==> src/rtl/gpio_bus_master_if.sv <==
// gpio_bus_master_if: command, response and GPIO register bus signals of the bus master
interface gpio_bus_master_if;
  logic        cmd_valid;
  logic        cmd_ready;
  logic [1:0]  cmd_op;
  logic [1:0]  cmd_addr;
  logic [31:0] cmd_data;
  logic [31:0] cmd_mask;
  logic        rsp_valid;
  logic        rsp_ready;
  logic [31:0] rsp_data;
  logic [1:0]  rsp_status;
  logic [1:0]  bus_A;
  logic        bus_WE;
  logic [31:0] bus_WD;
  logic [31:0] bus_Rd;
  modport master (
    input  cmd_valid, cmd_op, cmd_addr, cmd_data, cmd_mask, rsp_ready, bus_Rd,
    output cmd_ready, rsp_valid, rsp_data, rsp_status, bus_A, bus_WE, bus_WD
  );
  modport slave (
    output cmd_valid, cmd_op, cmd_addr, cmd_data, cmd_mask, rsp_ready, bus_Rd,
    input  cmd_ready, rsp_valid, rsp_data, rsp_status, bus_A, bus_WE, bus_WD
  );
endinterface

==> src/rtl/gpio_bus_master.sv <==
// gpio_bus_master: runs READ/WRITE/POLL commands against the GPIO register window
module gpio_bus_master #(
  parameter int POLL_INTERVAL = 4,
  parameter int POLL_MAX = 1000
) (
  input logic clk,
  input logic rst,
  gpio_bus_master_if.master b
);
  localparam int CW = $clog2(POLL_MAX + 1);
  localparam int IW = $clog2(POLL_INTERVAL + 1);
  localparam logic [CW-1:0] PMAX = CW'(POLL_MAX);
  localparam logic [IW-1:0] ILAST = IW'(POLL_INTERVAL - 1);
  localparam logic [1:0] ST_OK = 2'b00, ST_TIMEOUT = 2'b01, ST_ERR_RO = 2'b10, ST_ERR_OP = 2'b11;
  localparam logic [1:0] OP_READ = 2'b00, OP_WRITE = 2'b01, OP_POLL = 2'b10, OP_RSVD = 2'b11;
  typedef enum logic [2:0] {IDLE, WRITE, READ, POLL_WAIT, RESP} state_t;
  state_t state_q, state_d;
  logic [1:0] op_q, op_d, addr_q, addr_d, rsp_status_q, rsp_status_d, bus_a_q, bus_a_d;
  logic [31:0] data_q, data_d, mask_q, mask_d, rsp_data_q, rsp_data_d, bus_wd_q, bus_wd_d;
  logic [CW-1:0] cnt_q, cnt_d;
  logic [IW-1:0] wcnt_q, wcnt_d;
  logic cmd_ready_q, cmd_ready_d, rsp_valid_q, rsp_valid_d, bus_we_q, bus_we_d;
  logic wr, rd, hit, done;
  // next state and registered outputs; bus_WE is a single-cycle pulse
  always_comb begin
    state_d = state_q;
    op_d = op_q;
    addr_d = addr_q;
    data_d = data_q;
    mask_d = mask_q;
    cnt_d = cnt_q;
    wcnt_d = wcnt_q;
    cmd_ready_d = cmd_ready_q;
    rsp_valid_d = rsp_valid_q;
    rsp_data_d = rsp_data_q;
    rsp_status_d = rsp_status_q;
    bus_a_d = bus_a_q;
    bus_wd_d = bus_wd_q;
    bus_we_d = 1'b0;
    wr = b.cmd_op == OP_WRITE && b.cmd_addr[1];
    rd = !b.cmd_op[0];
    hit = ((b.bus_Rd ^ data_q) & mask_q) == '0;
    done = 1'b0;
    case (state_q)
      IDLE: if (b.cmd_valid && cmd_ready_q) begin
        op_d = b.cmd_op;
        addr_d = b.cmd_addr;
        data_d = b.cmd_data;
        mask_d = b.cmd_mask;
        cnt_d = '0;
        cmd_ready_d = 1'b0;
        state_d = b.cmd_op == OP_RSVD ? RESP : b.cmd_op == OP_WRITE ? WRITE : READ;
        rsp_valid_d = b.cmd_op == OP_RSVD;
        rsp_data_d = b.cmd_op == OP_RSVD ? '0 : rsp_data_q;
        rsp_status_d = b.cmd_op == OP_RSVD ? ST_ERR_OP : rsp_status_q;
        bus_we_d = wr;
        bus_a_d = (wr || rd) ? b.cmd_addr : bus_a_q;
        bus_wd_d = wr ? b.cmd_data : bus_wd_q;
      end
      WRITE: begin
        state_d = RESP;
        rsp_valid_d = 1'b1;
        rsp_data_d = '0;
        rsp_status_d = addr_q[1] ? ST_OK : ST_ERR_RO;
      end
      READ: begin
        cnt_d = cnt_q + 1'b1;
        done = op_q == OP_READ || hit || cnt_d == PMAX;
        wcnt_d = '0;
        state_d = done ? RESP : POLL_WAIT;
        rsp_valid_d = done;
        rsp_data_d = done ? b.bus_Rd : rsp_data_q;
        rsp_status_d = done ? ((op_q == OP_POLL && !hit) ? ST_TIMEOUT : ST_OK) : rsp_status_q;
      end
      POLL_WAIT: begin
        wcnt_d = wcnt_q + 1'b1;
        state_d = wcnt_q == ILAST ? READ : POLL_WAIT;
      end
      RESP: if (b.rsp_ready) begin
        rsp_valid_d = 1'b0;
        cmd_ready_d = 1'b1;
        state_d = IDLE;
      end
      default: state_d = IDLE;
    endcase
  end
  // state and output registers, cleared immediately by rst
  always_ff @(posedge clk or posedge rst) begin
    if (rst) begin
      state_q <= IDLE;
      op_q <= '0;
      addr_q <= '0;
      data_q <= '0;
      mask_q <= '0;
      cnt_q <= '0;
      wcnt_q <= '0;
      cmd_ready_q <= 1'b1;
      rsp_valid_q <= 1'b0;
      rsp_data_q <= '0;
      rsp_status_q <= ST_OK;
      bus_a_q <= '0;
      bus_wd_q <= '0;
      bus_we_q <= 1'b0;
    end else begin
      state_q <= state_d;
      op_q <= op_d;
      addr_q <= addr_d;
      data_q <= data_d;
      mask_q <= mask_d;
      cnt_q <= cnt_d;
      wcnt_q <= wcnt_d;
      cmd_ready_q <= cmd_ready_d;
      rsp_valid_q <= rsp_valid_d;
      rsp_data_q <= rsp_data_d;
      rsp_status_q <= rsp_status_d;
      bus_a_q <= bus_a_d;
      bus_wd_q <= bus_wd_d;
      bus_we_q <= bus_we_d;
    end
  end
  assign b.cmd_ready = cmd_ready_q;
  assign b.rsp_valid = rsp_valid_q;
  assign b.rsp_data = rsp_data_q;
  assign b.rsp_status = rsp_status_q;
  assign b.bus_A = bus_a_q;
  assign b.bus_WE = bus_we_q;
  assign b.bus_WD = bus_wd_q;
endmodule

==> src/flat_wrapper.sv <==
// flat-port wrapper written by rule: the top's interface ports become plain ports
module gpio_bus_master_flat 
#(
  parameter int POLL_INTERVAL = 4,
  parameter int POLL_MAX = 1000
)
  (clk, rst, b_cmd_valid, b_cmd_op, b_cmd_addr, b_cmd_data, b_cmd_mask, b_rsp_ready, b_bus_Rd, b_cmd_ready, b_rsp_valid, b_rsp_data, b_rsp_status, b_bus_A, b_bus_WE, b_bus_WD);
  gpio_bus_master_if b_i ();
  input logic clk;
  input logic rst;
  input wire logic [$bits(b_i.cmd_valid)-1:0] b_cmd_valid;
  input wire logic [$bits(b_i.cmd_op)-1:0] b_cmd_op;
  input wire logic [$bits(b_i.cmd_addr)-1:0] b_cmd_addr;
  input wire logic [$bits(b_i.cmd_data)-1:0] b_cmd_data;
  input wire logic [$bits(b_i.cmd_mask)-1:0] b_cmd_mask;
  input wire logic [$bits(b_i.rsp_ready)-1:0] b_rsp_ready;
  input wire logic [$bits(b_i.bus_Rd)-1:0] b_bus_Rd;
  output wire logic [$bits(b_i.cmd_ready)-1:0] b_cmd_ready;
  output wire logic [$bits(b_i.rsp_valid)-1:0] b_rsp_valid;
  output wire logic [$bits(b_i.rsp_data)-1:0] b_rsp_data;
  output wire logic [$bits(b_i.rsp_status)-1:0] b_rsp_status;
  output wire logic [$bits(b_i.bus_A)-1:0] b_bus_A;
  output wire logic [$bits(b_i.bus_WE)-1:0] b_bus_WE;
  output wire logic [$bits(b_i.bus_WD)-1:0] b_bus_WD;
  assign b_i.cmd_valid = b_cmd_valid;
  assign b_i.cmd_op = b_cmd_op;
  assign b_i.cmd_addr = b_cmd_addr;
  assign b_i.cmd_data = b_cmd_data;
  assign b_i.cmd_mask = b_cmd_mask;
  assign b_i.rsp_ready = b_rsp_ready;
  assign b_i.bus_Rd = b_bus_Rd;
  assign b_cmd_ready = b_i.cmd_ready;
  assign b_rsp_valid = b_i.rsp_valid;
  assign b_rsp_data = b_i.rsp_data;
  assign b_rsp_status = b_i.rsp_status;
  assign b_bus_A = b_i.bus_A;
  assign b_bus_WE = b_i.bus_WE;
  assign b_bus_WD = b_i.bus_WD;
  gpio_bus_master #(.POLL_INTERVAL(POLL_INTERVAL), .POLL_MAX(POLL_MAX)) u_core (.clk(clk), .rst(rst), .b(b_i));
endmodule
==> config.mk <==
export PLATFORM = sky130hd
export DESIGN_NAME = gpio_bus_master_flat
export DESIGN_NICKNAME = d
export VERILOG_FILES = /design/src/rtl/gpio_bus_master_if.sv /design/src/rtl/gpio_bus_master.sv /design/src/flat_wrapper.sv
export SDC_FILE = /design/constraint.sdc
export NUM_CORES = 1
export LEC_CHECK = 0
export CAP_MARGIN = 20
export CORE_UTILIZATION = 32
export DETAILED_ROUTE_END_ITERATION = 8
export DONT_BUFFER_PORTS = 1
export GPL_ROUTABILITY_DRIVEN = 0
export HOLD_SLACK_MARGIN = 0.1
export PLACE_DENSITY = 0.52
export SETUP_SLACK_MARGIN = 0.5
export SKIP_LAST_GASP = 1
export SLEW_MARGIN = 20
export SYNTH_ARGS = -nofsm -noshare
export SYNTH_HDL_FRONTEND = slang
export SYNTH_SLANG_ARGS = --single-unit
==> constraint.sdc <==
create_clock -name clk -period 6.55 [get_ports clk]
set_input_delay 0.9825 -clock clk [delete_from_list [all_inputs] [get_ports clk]]
set_output_delay 0.9825 -clock clk [all_outputs]
set_load 0.03 [all_outputs]
==> key figures <==
Route
  – Met3 wire length: 1060 um
  – M1 WL: 7270 um
  – DRC Markers: 0
  – DR WL met2: 8110 um
  – Wire length per cell: 18.4 um
  – ANT nets after route: 0
  – Vias/cell: 4.94
  – DRT Pass-1 Iters: 6
  – Initial detailed-routing violation count: 202
  – DR top layer: met4
  – Routed via count: 4437
  – Final wirelength: 16600 um

Synth
  – Post-Synth Adder-Cell Area: 0.569%
  – Mapped Cells: 623
  – Post-synthesis xor/xnor area fraction: 5.04%
  – Synth Cell Area: 0.00660 mm2
  – Post-synthesis register bit count: 154
  – Post-synthesis simple-gate area fraction: 16.9%
  – Sequential-to-total area share from yosys stat: 58.4%
  – Yosys top cell area share: 58.0%
  – Mean Syn Cell Area: 10.6 um2
  – Commonest cells post-synth: nand2_1, dfrtp_1, xor2_1, mux2_2, clkbuf_1
  – Most instantiated library cell after synthesis: nand2_1
  – Largest family of logic cells by synthesized area: simple AND/OR/NAND/NOR gates
  – Synth area leader: dfrtp_1
  – Synth warn: 0
  – Number of synthesized flops with an enable pin: 0
  – Synth cell types: 49
  – Syn_nets: 730
  – Async S/R FF share, synth: 100%
  – Synth Area in Compound Gates: 10.6%
  – Mux contribution to synthesized area: 5.95%
  – Top_reg_cell synth: dfrtp_1
  – Ranking of synthesized cells by area: dfrtp_1, nand2_1, mux2_2

Die
  – Initial Utilization: 32.6%
  – Core area: 0.0202 mm2
  – Width of the die: 146 um
  – Full die area: 0.0212 mm2
  – Cell row count: 52
  – Die H: 146 um
  – IO Pins: 175

Pwr
  – VDD IR max: 0.167 mV
  – Net Sw Power: 0.441 mW
  – Sw Ratio: 21.3%
  – Lkg Pwr: 3.82 nW
  – Sequential share of power: 47.7%
  – Clock group share of total power: 50.3%
  – Pwr Density: 276 mW/mm2
  – Internal Power: 1.63 mW
  – Combinational Power Share: 2.0%

Critical path
  – CP Buf/Inv Count: 1
  – Worst setup EP type: flop
  – Delay-heaviest family, CP: simple AND/OR/NAND/NOR gates
  – Slowest CP cell: nor4_1
  – CP Cell Sequence: xor2_1 -> a22oi_1 -> nand4_1 -> nor4_1 -> o21ai_4 -> buf_16 -> a22o_2
  – CP Launch Type: input pin
  – Slowest stage delay, CP: 0.79 ns
  – CP Max Fanout: 20
  – Setup Crit Path Kind: in2reg
  – CP Data Required Time: 6.85 ns
  – Worst Path Arrival: 3.20 ns

Timing
  – Final Setup Violations: 0
  – Final hold viol count: 0
  – RSZ-0062 raised after global routing: no
  – Tmin final: 2.90 ns
  – Pins Over Slew Limit: 0
  – FMAX: 344 MHz
  – Hold WS: 0.472 ns
  – Setup ws final: 3.65 ns
  – Setup TNS: 0 ns
  – Post-route clock period utilization: 44.3%
  – Clk_skew: 0.0117 ns
  – Rel. slew slack: 39.8%
  – Slew @ Worst Pin: 0.903 ns

GRT
  – GRT Total Usage: 16.3%
  – GRT overflow: 0
  – First-pass GRT wire length: 26500 um
  – Initial antenna violation count: 0
  – Largest net degree at the start of global routing: 83
  – Vias in the first global route: 4638

Clocking
  – CTS tree: built
  – CTS resizes: 0
  – # hold bufs at CTS: 0
  – CTS max path bufs: 2
  – Setup Fix Bufs, Post-CTS: 0
  – Total CTS buffers: 17
  – Clk root buf: clkbuf_16
  – Worst-Skew Late Latency: 0.42 ns
  – Htree depth: 4
  – Clock sink total: 154
  – Clk slew on worst S/H paths: 0.06 ns

Layout
  – Layout cells sized above 1: 15.6%
  – Fillers: 2022
  – Layout area overhead: 13.8%
  – Nets: 723
  – Antenna fix cells: 0

Outcome
  – Status: finished clean

Min path
  – Hold Crit Class: reg2reg

Placement
  – HPWL Detailed: 11400 um
  – PortBufs: 0
  – Dpl ws: 3.00 ns

Run
  – Max Cap Viol: 0
power groups by stage:
stage,Clock (mW),Combinational (mW),Sequential (mW)
after detailed placement,0,0.0434,1.01
after global placement,0,0.0414,1.01
final,1.04,0.0409,0.990
after floorplan,0,0.0313,1.00
after global routing,1.11,0.0472,0.991
after CTS,1.07,0.0433,0.990
worst min-delay path, cell delays in order (launching register included):
cell and delay (ns):
dfrtp_1 0.34, nand2_1 0.05, nand2_1 0.05
cells in the final DEF, fill, tap and decap left out, types with 2 or more instances in the layout:
| master | synthesis | layout |
|---|---|---|
| xnor2_1 | 3 | 3 |
| nand3b_1 | 3 | 3 |
| nand4_1 | 6 | 6 |
| nand2b_1 | 5 | 5 |
| dfrtp_1 | 153 | 153 |
| ha_1 | 3 | 3 |
| nor2_1 | 12 | 12 |
| clkbuf_16 | 0 | 17 |
| a22oi_1 | 16 | 16 |
| xor2_1 | 35 | 35 |
| nand2_1 | 220 | 220 |
| a22o_2 | 16 | 16 |
| o21ai_0 | 17 | 17 |
| clkinv_2 | 0 | 3 |
| nand3_1 | 5 | 5 |
| clkbuf_1 | 19 | 2 |
| o21a_1 | 2 | 2 |
| mux2_2 | 34 | 34 |
| a21oi_1 | 11 | 11 |
| inv_1 | 4 | 3 |
| o31ai_1 | 3 | 3 |
| and2_1 | 2 | 2 |
| buf_4 | 1 | 2 |
| clkbuf_8 | 0 | 2 |
| bufinv_16 | 0 | 4 |
| a22o_1 | 16 | 16 |
| clkinv_4 | 0 | 3 |
| buf_16 | 0 | 2 |
| a31oi_1 | 2 | 2 |
| nor2b_1 | 2 | 2 |
layout make-up:
type	count	area, um2	area share (%)
Sequential cell	154	3850	51.3
Multi-Input combinational cell	434	2590	34.5
Clock buffer	21	460	6.13
Tap cell	270	338	4.50
Clock inverter	11	169	2.25
Timing Repair Buffer	5	81.3	1.08
Inverter	4	20.0	0.266
kinds of logic after synthesis:
family / Yosys count
mux: 35
buf+inv: 35
compound gates: 92
xor+xnor: 38
fa+ha+maj: 3
flops: 154
simple gates: 266
worst paths after layout:
check	start	to	slack (ns)	cells past startpoint
hold / removal	u_core.mask_q[2]	u_core.mask_q[2]	0.47	2
hold reg to reg	u_core.mask_q[2]	u_core.mask_q[2]	0.47	2
setup / recovery	b_bus_Rd[17]	u_core.b.rsp_data[31]	3.65	7
min in group asynchronous	rst	u_core.b.bus_A[1]	0.53	1
setup reg to reg	u_core.data_q[17]	u_core.b.rsp_data[31]	3.77	7
max in group asynchronous	rst	u_core.b.rsp_data[14]	4.78	2
flip-flops by register name, indices dropped and copies added (netlist names):
name,count
u_core.cnt_q,10
u_core.wcnt_q,3
u_core.addr_q,1
u_core.data_q,32
u_core.b.rsp_valid,1
u_core.mask_q,32
u_core.b.rsp_status,2
u_core.op_q,2
u_core.b.bus_WD,32
u_core.b.cmd_ready,1
u_core.state_q,3
u_core.b.bus_WE,1
u_core.b.bus_A,2
u_core.b.rsp_data,32
per-layer routing:
| layer | up-vias | GRT usage (%) |
|---|---|---|
| met1 | 2215 | 20.9 |
| met2 | 128 | 26.2 |
| met4 | 0 | 4.42 |
| li1 | 2083 | - |
| met3 | 11 | 5.67 |
| met5 | - | 0 |
stage by stage:
stage	cells	utilization [%]	cell area, um2	power (mW)
2_1_floorplan	623	-	6600	1.04
3_3_place_gp	865	33.7	6830	1.05
6_report	899	37.1	7510	2.08
5_1_grt	899	37.1	7510	2.15
4_1_cts	897	36.8	7460	2.10
3_5_place_dp	865	33.7	6830	1.05
No activity file was read; power rests on OpenSTA's default activity.
